## src/rtl/ibpl_pkg.sv

```systemverilog
// ============================================================================
// Module   : ibpl_pkg
// Brief    : Shared types and helpers for the interbackplane GPIO cardlet.
// Revision : 1.0 - initial release
// ============================================================================
`default_nettype none

package ibpl_pkg;

    localparam int IBPL_MAX_CH = 8;

    typedef enum logic [2:0] {
        CH_OFF   = 3'd0,
        CH_IN    = 3'd1,
        CH_TURN  = 3'd2,
        CH_OUT   = 3'd3,
        CH_FAULT = 3'd4
    } ch_state_t;

    // Width of a down/up counter that must hold max_val; never narrower than 1.
    function automatic int cnt_width(input int max_val);
        return (max_val < 1) ? 1 : $clog2(max_val + 1);
    endfunction

endpackage

`default_nettype wire

```

## src/rtl/ibpl_debounce.sv

```systemverilog
// ============================================================================
// Module   : ibpl_debounce
// Brief    : One channel's 2-FF synchroniser, debouncer and change strobe.
// Revision : 1.0 - initial release
// ============================================================================
`default_nettype none

module ibpl_debounce
    import ibpl_pkg::*;
#(
    parameter int DEBOUNCE_CYCLES = 16
) (
    input  logic clk,
    input  logic nReset,
    input  logic i_pin,
    output logic o_deb,
    output logic o_deb_chg
);

    localparam int                 c_cnt_w   = cnt_width(DEBOUNCE_CYCLES);
    localparam logic [c_cnt_w-1:0] c_cnt_max = c_cnt_w'(DEBOUNCE_CYCLES);

    logic               r_sync1;
    logic               r_sync2;
    logic               r_deb;
    logic [c_cnt_w-1:0] r_cnt;

    // Strobe is high on the cycle the debounced value is about to flip.
    assign o_deb_chg = (r_sync2 != r_deb) && (r_cnt == c_cnt_max);
    assign o_deb     = r_deb;

    always_ff @(posedge clk or negedge nReset) begin
        if (!nReset) begin
            r_sync1 <= 1'b0;
            r_sync2 <= 1'b0;
            r_deb   <= 1'b0;
            r_cnt   <= '0;
        end else begin
            r_sync1 <= i_pin;
            r_sync2 <= r_sync1;
            if (r_sync2 == r_deb) begin
                r_cnt <= '0;
            end else if (o_deb_chg) begin
                r_deb <= r_sync2;
                r_cnt <= '0;
            end else begin
                r_cnt <= r_cnt + 1'b1;
            end
        end
    end

endmodule

`default_nettype wire

```

## src/rtl/ibpl_gpio_cardlet.sv

```systemverilog
// ============================================================================
// Module   : ibpl_gpio_cardlet
// Brief    : Parametrised GPIO cardlet: per-channel direction FSMs, debounced
//            inputs, turnaround-protected outputs, stretched LEDs, fault flags.
// Revision : 1.0 - initial release
// ============================================================================
`default_nettype none

module ibpl_gpio_cardlet
    import ibpl_pkg::*;
#(
    parameter int N_CH               = 6,
    parameter int EN_W               = 16,
    parameter int DEBOUNCE_CYCLES    = 16,
    parameter int TURN_CYCLES        = 4,
    parameter int LED_STRETCH_CYCLES = 2_000_000
) (
    input  logic                   clk,
    input  logic                   nReset,
    input  logic [EN_W-1:0]        output_enable,
    input  logic [EN_W-1:0]        input_enable,
    input  logic [N_CH-1:0]        diob_in,
    input  logic [N_CH-1:0]        internal_out,
    input  logic                   err_clr,
    output logic [N_CH-1:0]        diob_dir,
    output logic [N_CH-1:0]        diob_out,
    output logic [IBPL_MAX_CH-1:0] internal_in,
    output logic [IBPL_MAX_CH-1:0] diob_led1,
    output logic [IBPL_MAX_CH-1:0] diob_led2,
    output logic                   plugin_error,
    output logic                   err_sticky
);

    localparam int                  c_turn_load_i = (TURN_CYCLES > 0) ? TURN_CYCLES - 1 : 0;
    localparam int                  c_turn_w      = cnt_width(c_turn_load_i);
    localparam logic [c_turn_w-1:0] c_turn_load   = c_turn_w'(c_turn_load_i);
    localparam int                  c_led_w       = cnt_width(LED_STRETCH_CYCLES);
    localparam logic [c_led_w-1:0]  c_led_load    = c_led_w'(LED_STRETCH_CYCLES);

    logic [EN_W-1:0]     r_oe_q;
    logic [EN_W-1:0]     r_ie_q;
    logic                r_err;
    logic                r_sticky;
    logic                w_oor;
    logic                w_conflict;
    logic [N_CH-1:0]     r_out_q;
    logic [N_CH-1:0]     r_dout_prev;
    logic [N_CH-1:0]     w_dir;
    logic [N_CH-1:0]     w_dout;
    logic [N_CH-1:0]     w_deb;
    logic [N_CH-1:0]     w_deb_chg;
    logic [N_CH-1:0]     w_in;
    logic [N_CH-1:0]     w_led1;
    logic [N_CH-1:0]     w_led2;
    ch_state_t           r_state     [N_CH];
    ch_state_t           w_state_nxt [N_CH];
    logic [c_turn_w-1:0] r_turn_cnt  [N_CH];
    logic [c_turn_w-1:0] w_turn_nxt  [N_CH];

    assign w_oor      = |((r_oe_q | r_ie_q) >> N_CH);
    assign w_conflict = |(r_oe_q[N_CH-1:0] & r_ie_q[N_CH-1:0]);

    always_ff @(posedge clk or negedge nReset) begin
        if (!nReset) begin
            r_oe_q      <= '0;
            r_ie_q      <= '0;
            r_err       <= 1'b0;
            r_sticky    <= 1'b0;
            r_out_q     <= '0;
            r_dout_prev <= '0;
        end else begin
            r_oe_q      <= output_enable;
            r_ie_q      <= input_enable;
            r_err       <= w_oor | w_conflict;
            // Set has priority over a coincident clear.
            r_sticky    <= r_err | (r_sticky & ~err_clr);
            r_out_q     <= internal_out;
            r_dout_prev <= w_dout;
        end
    end

    always_ff @(posedge clk or negedge nReset) begin
        if (!nReset) begin
            for (int i = 0; i < N_CH; i++) begin
                r_state[i]    <= CH_OFF;
                r_turn_cnt[i] <= '0;
            end
        end else begin
            for (int i = 0; i < N_CH; i++) begin
                r_state[i]    <= w_state_nxt[i];
                r_turn_cnt[i] <= w_turn_nxt[i];
            end
        end
    end

    always_comb begin
        for (int i = 0; i < N_CH; i++) begin
            w_state_nxt[i] = CH_OFF;
            w_turn_nxt[i]  = r_turn_cnt[i];
            case ({r_oe_q[i], r_ie_q[i]})
                2'b11: w_state_nxt[i] = CH_FAULT;
                2'b01: w_state_nxt[i] = CH_IN;
                2'b10: begin
                    if (r_state[i] == CH_OUT) begin
                        w_state_nxt[i] = CH_OUT;
                    end else if (r_state[i] == CH_TURN) begin
                        if (r_turn_cnt[i] == '0) begin
                            w_state_nxt[i] = CH_OUT;
                        end else begin
                            w_state_nxt[i] = CH_TURN;
                            w_turn_nxt[i]  = r_turn_cnt[i] - 1'b1;
                        end
                    end else begin
                        w_state_nxt[i] = CH_TURN;
                        w_turn_nxt[i]  = c_turn_load;
                    end
                end
                default: w_state_nxt[i] = CH_OFF;
            endcase
        end
    end

    for (genvar g = 0; g < N_CH; g++) begin : g_ch
        logic [c_led_w-1:0] r_led1_cnt;
        logic [c_led_w-1:0] r_led2_cnt;

        ibpl_debounce #(
            .DEBOUNCE_CYCLES(DEBOUNCE_CYCLES)
        ) u_debounce (
            .clk      (clk),
            .nReset   (nReset),
            .i_pin    (diob_in[g]),
            .o_deb    (w_deb[g]),
            .o_deb_chg(w_deb_chg[g])
        );

        assign w_dir[g]  = (r_state[g] == CH_OUT);
        assign w_dout[g] = w_dir[g] & r_out_q[g];
        assign w_in[g]   = (r_state[g] == CH_IN) & w_deb[g];
        assign w_led1[g] = (r_led1_cnt != '0);
        assign w_led2[g] = (r_led2_cnt != '0);

        always_ff @(posedge clk or negedge nReset) begin
            if (!nReset) begin
                r_led1_cnt <= '0;
                r_led2_cnt <= '0;
            end else begin
                if (w_deb_chg[g] && (r_state[g] == CH_IN)) begin
                    r_led1_cnt <= c_led_load;
                end else if (r_led1_cnt != '0) begin
                    r_led1_cnt <= r_led1_cnt - 1'b1;
                end
                if (w_dir[g] && (w_dout[g] != r_dout_prev[g])) begin
                    r_led2_cnt <= c_led_load;
                end else if (r_led2_cnt != '0) begin
                    r_led2_cnt <= r_led2_cnt - 1'b1;
                end
            end
        end
    end

    assign diob_dir     = w_dir;
    assign diob_out     = w_dout;
    assign internal_in  = IBPL_MAX_CH'(w_in);
    assign diob_led1    = IBPL_MAX_CH'(w_led1);
    assign diob_led2    = IBPL_MAX_CH'(w_led2);
    assign plugin_error = r_err;
    assign err_sticky   = r_sticky;

endmodule

`default_nettype wire

```

## config.mk

```make
export PLATFORM = sky130hd
export DESIGN_NAME = ibpl_gpio_cardlet
export DESIGN_NICKNAME = d
export VERILOG_FILES = /design/src/rtl/ibpl_pkg.sv /design/src/rtl/ibpl_debounce.sv /design/src/rtl/ibpl_gpio_cardlet.sv
export SDC_FILE = /design/constraint.sdc
export NUM_CORES = 1
export LEC_CHECK = 0
export CORE_MARGIN = 2
export CORE_UTILIZATION = 68
export CTS_BUF_LIST = sky130_fd_sc_hd__clkbuf_4 sky130_fd_sc_hd__clkbuf_8
export DETAILED_ROUTE_END_ITERATION = 8
export GPL_ROUTABILITY_DRIVEN = 0
export HOLD_SLACK_MARGIN = 0.1
export PLACE_DENSITY = 0.91
export SLEW_MARGIN = 25
export SYNTH_ARGS = -nofsm -noshare
export SYNTH_HDL_FRONTEND = slang
export SYNTH_HIERARCHICAL = 1
export SYNTH_SLANG_ARGS = --single-unit
```

## constraint.sdc

```tcl
create_clock -name clk -period 5.4 [get_ports clk]
set_input_delay 1.08 -clock clk [delete_from_list [all_inputs] [get_ports clk]]
set_output_delay 1.08 -clock clk [all_outputs]
set_load 0.05 [all_outputs]
```

### After elaboration in Yosys (flattened, before gate mapping)

Cells that the tools add are included.

| storage, ports and cells | value |
|---|---|
| bits in registers | 376 |
| output and inout bits | 38 |
| logic and storage cells | 308 |

| cells by class | value |
|---|---|
| $add $sub $neg | 24 |
| equal/unequal tests | 66 |
| mux-type cells | 72 |
| bitwise operators | 30 |
| reduce and logical (&&, ||, !) cells | 62 |

Operators by type and width:

| kind | count |
|---|---|
| 21-bit 2-to-1 mux | 24 |
| 21-bit nonzero test | 12 |
| 21-bit by 1-bit subtractor with 21-bit output, second input constant | 12 |
| 5-bit 2-to-1 mux | 12 |
| 3-bit one-hot mux with 3 select lines | 6 |
| 3-bit by 2-bit == test with 1-bit output, second input constant | 12 |
| 3-bit 2-to-1 mux | 12 |
| 5-bit by 1-bit adder with 5-bit output, second input constant | 6 |
| 5-bit == test, second input constant | 6 |
| 2-bit == test, second input constant | 12 |
| 2-bit 2-to-1 mux | 12 |
| 2-bit nonzero test | 12 |
| 3-bit by 1-bit == test with 1-bit output, second input constant | 6 |
| 1-bit logical AND | 18 |
| 3-bit AND reduction | 6 |
| 16-bit bitwise OR | 1 |
| 1-bit AND | 13 |
| 1-bit inverter | 13 |
| 2-bit by 1-bit == test with 1-bit output, second input constant | 6 |
| 2-bit logical NOT | 6 |
| 1-bit inequality test | 12 |
| 2-bit inequality test, second input constant | 6 |
| 2-bit AND reduction | 6 |
| 2-bit by 1-bit subtractor with 2-bit output, second input constant | 6 |
| 6 further kinds | 17 |

### Longest topological paths before layout

| depth | value |
|---|---|
| depth in word-level cells | 5 |
| mapped depth | 8 |
| gate-level depth less buffers | 8 |

### Hierarchy

The synthesis kept the hierarchy.

By module, submodules not included:

| module | instances | cells each | area each (µm²) | sequential area each (µm²) |
|---|---|---|---|---|
| ibpl_gpio_cardlet | 1 | 1678 | 16341.9 | 8207.9 |
| ibpl_debounce | 6 | 28 | 357.8 | 200.2 |

### Least setup slack after synthesis

No wires, ideal clock.

| timing | value |
|---|---|
| kind | register to output |
| start point | register g_ch[2].r_led2_cnt[8] |
| end point | output diob_led2[2] |
| data arrival time | 2.046 ns |
| data required time | 4.320 ns |
| setup slack | 2.274 ns |
| stages on the path, launching flop included | 5 |
| path buffers | 1 |
| cell sequence | dfrtp_1 or4_4 or4_1 buf_2 or3_1 |

| on the way | value |
|---|---|
| word-level cells in the longest chain between the ends | 1 |

RTL lines:

| item | line | source |
|---|---|---|
| start: declaration | ibpl_gpio_cardlet.sv:125 | `logic [c_led_w-1:0] r_led2_cnt;` |
| start signal: assignment | ibpl_gpio_cardlet.sv:154 | `r_led2_cnt <= c_led_load;` |
| start signal: assignment | ibpl_gpio_cardlet.sv:156 | `r_led2_cnt <= r_led2_cnt - 1'b1;` |
| 21-bit nonzero test | ibpl_gpio_cardlet.sv:141 | `assign w_led2[g] = (r_led2_cnt != '0);` |
| end: declaration | ibpl_gpio_cardlet.sv:29 | `output logic [IBPL_MAX_CH-1:0] diob_led2,` |

Every way passes these cells.

### Worst setup path in the final report

| timing | value |
|---|---|
| start point | register g_ch[0].r_led2_cnt[13] |
| end point | output diob_led2[0] |

| on the way | value |
|---|---|
| word-level cells in the longest chain between the ends | 1 |

RTL lines:

| item | line |
|---|---|
| start: declaration | ibpl_gpio_cardlet.sv:125 |
| start signal: assignment | ibpl_gpio_cardlet.sv:154 |
| start signal: assignment | ibpl_gpio_cardlet.sv:156 |
| 21-bit nonzero test | ibpl_gpio_cardlet.sv:141 |

Every way passes these cells.

==> summary.txt <==
Routing
  – Via count: 14.2k
  – Drt wl/cell: 16.3 µm
  – Starting DRT DRC Count: 958
  – DRT Pass-1 Iters: 5
  – DR DRC count: 0
  – Vias/cell: 6.11
  – Routed WL: 37800 µm
  – Routed Antenna Nets: 0

Global routing
  – Largest net degree at the start of global routing: 115
  – Vias in the first global route: 14.3k
  – Initial antenna violation count: 0
  – First-pass GRT wire length: 65200 µm
  – Overall routing resource usage: 27.2%
  – Overflow left after global routing: 0

Cells and area
  – Final instance area: 0.0208 mm²
  – Antenna Cells: 0
  – Layout cells sized above 1: 7.87%
  – Net total in the final layout: 2030
  – Area grow syn2layout: 12.4%

Power
  – Total power: 9.79 mW
  – Worst VDD drop: 0.287 mV
  – LEAKAGE: 8.91 nW
  – Power Density: 471 mW/mm²

Placement
  – Post-DP HPWL: 25500 µm
  – I/O Buffers: 78
  – DP Area: 0.0195 mm²
  – Pre-CTS setup slack: 1630 ps

Clocking
  – Worst-path clk slew: 60 ps
  – CTS Buffer Depth: 3
  – Clk Latency, worst-skew pair: 620 ps
  – H-tree depth: 2
  – Clock root buffer: clkbuf_8
  – Hold Buf Count CTS: 0
  – TritonCTS sink count: 376
  – Post-CTS setup buffer count: 0
  – Total CTS buffers: 59
  – CTS resizes: 0
  – CTS tree: yes

Setup path
  – CP Class: register to primary output
  – Worst r2r src: g_ch[4].r_led1_cnt[0]$_DFFE_PN0P_
  – Worst Setup SP: g_ch[0].r_led2_cnt[13]$_DFFE_PN0P_
  – Worst R2R End: g_ch[4].r_led1_cnt[18]$_DFFE_PN0P_
  – WP data arrival: 3390 ps
  – Critical path capture point type: primary output
  – Critical Path Fanout Max: 17
  – Reg2Reg Depth: 7
  – Crit start category: register
  – CP max stage cell: clkdlybuf4s50_1
  – Critical Path RT: 4320 ps
  – R2r setup slk: 2830 ps
  – Critical path cell sequence: nor4_1, nand4_1, or2_0, clkdlybuf4s50_1
  – CP max stage delay: 780 ps

Synthesis
  – Number of distinct library cells after synthesis: 73
  – FF+latch count, synth: 376
  – Fraction of registers with async set or reset after synthesis: 100%
  – Yosys top cell by area: dfrtp_1
  – Synth top area cells: dfrtp_1 (51%), nor2_1 (4.9%), xor2_1 (4.5%)
  – Yosys top cell area share: 50.9%
  – Main synth FF type: dfrtp_1
  – Syn Area/Cell: 10.0 µm²
  – Sequential share of the synthesized area: 50.9%
  – Post-Synthesis Cells: 1846
  – YS warnings: 6
  – Post-synth EDFFs: 0
  – Syn Std Cell Area: 0.0185 mm²

STA
  – Achievable Freq: 224 MHz
  – Fin worst setup slack: 934 ps
  – Hold Vio Cnt, Final: 0
  – Min Hold Slack: 349 ps
  – Clock Skew: 38.0 ps
  – Max Slew Vio Count: 0
  – RSZ-0062 raised after global routing: false
  – Final period util: 82.7%
  – Max-slew headroom: 37.4%
  – # setup viols final: 0
  – Min cycle time layout: 4470 ps
  – Worst slew pin tran: 931 ps
  – Setup TNS Final: 0 ps

Worst hold path
  – Hold Startpoint: g_ch[1].u_debounce/r_sync1$_DFF_PN0_
  – Hold Path Stages: 0
  – Hold endpoint: g_ch[1].u_debounce/r_sync2$_DFF_PN0_
  – Worst Hold Class: register to register

Die
  – Die Width: 169 µm
  – Initial cell density of the core: 69.0%
  – Die H: 169 µm
  – # IOs: 85
  – FP Rows: 60
  – DIE AREA: 0.0285 mm²
  – Core Area: 0.0268 mm²

Run
  – Max-Cap Viols: 0

Status
  – Outcome: completed
## metrics by stage
step,utilization (%),std cells
finish,77.5,2324
global route,77.5,2324
CTS,77.5,2324
detailed placement,72.9,2221
global placement,72.9,2221
floorplan,-,1851
## worst max-delay path, delay by kind of cell (launching register included)
family                 cells  cell delay, ps
buffers and inverters      1             780
flip-flops                 1             420
AND/OR/NAND/NOR            3            1580
## how the worst max path moves through the flow
stage	endpoint
final	diob_led2[0]
after global routing	diob_led2[0]
after CTS	diob_led2[0]
after detailed placement	diob_led2[0]
after global placement	diob_led2[3]
after floorplan	diob_led2[2]
## cell families after synthesis
| family | count (synthesis) | share of synthesized area (%) |
|---|---|---|
| other | 1 | 0.0203 |
| AO/OA/AOI/OAI | 248 | 8.50 |
| XOR/XNOR | 186 | 8.81 |
| AND/OR/NAND/NOR | 854 | 25.1 |
| multiplexers | 18 | 1.16 |
| flip-flops | 376 | 50.9 |
| adder cells (fa/ha/maj) | 42 | 2.84 |
| buffers and inverters | 121 | 2.65 |
## power breakdown
group          switching, mW  total (mW)  internal, mW
Clock                   1.09        2.44          1.36
Combinational           1.49        2.68          1.19
Sequential             0.973        4.67          3.70
Total                   3.55        9.79          6.24
## Yosys cell counts (all sizes together), types with 7 or more instances
cell type	number
a2111oi	9
a211oi	26
a21oi	63
a31oi	10
and2	49
and3	20
buf	14
clkbuf	41
dfrtp	376
ha	42
inv	66
mux2	9
mux2i	9
nand2	120
nand2b	19
nand3	64
nand3b	14
nand4	27
nand4bb	7
nor2	243
nor2b	10
nor3	69
nor3b	13
nor4	67
nor4b	10
o211ai	18
o21ai	66
o31ai	18
or2	9
or3	50
or4	41
xnor2	91
xor2	95
## area by class of cell
type	instances	area, µm²
Clock inverter	13	75.1
Tap cell	341	427
Sequential cell	376	9410
Fill cell	1576	6020
Clock buffer	90	1150
Inverter	66	248
Multi-Input combinational cell	1354	8610
Timing Repair Buffer	84	856
## cell usage in the layout (no fill, tap or decap), types with 64 or more instances in the layout
master,netlist,layout
dfrtp_1,376,376
nor2_1,243,243
nand2_1,120,120
xor2_1,95,95
xnor2_1,91,91
clkdlybuf4s50_1,0,77
clkbuf_8,0,76
inv_1,66,66
nor3_1,66,66
nand3_1,64,64
## layer usage
| metal | GRT usage, % | share of wire (%) | up-vias | wire (µm) |
|---|---|---|---|---|
| met1 | 35.5 | 42 | 6968 | 16100 |
| met3 | 4.40 | 4.8 | 85 | 1830 |
| li1 | - | - | 6727 | - |
| met5 | 0 | 0 | - | 0 |
| met4 | 9.90 | 2.3 | 0 | 879 |
| met2 | 46.5 | 50 | 410 | 19000 |
## flip-flops by register name (all words and copies together), names as in the netlist, 6 cells and up
| signal | count |
|---|---|
| g_ch.r_led1_cnt | 126 |
| g_ch.r_led2_cnt | 126 |
| g_ch.u_debounce/r_cnt | 30 |
| r_state | 18 |
| r_ie_q | 16 |
| r_oe_q | 16 |
| r_turn_cnt | 12 |
| g_ch.u_debounce/o_deb | 6 |
| g_ch.u_debounce/r_sync1 | 6 |
| g_ch.u_debounce/r_sync2 | 6 |
| r_dout_prev | 6 |
| r_out_q | 6 |
(Power assumes the default switching activity.)
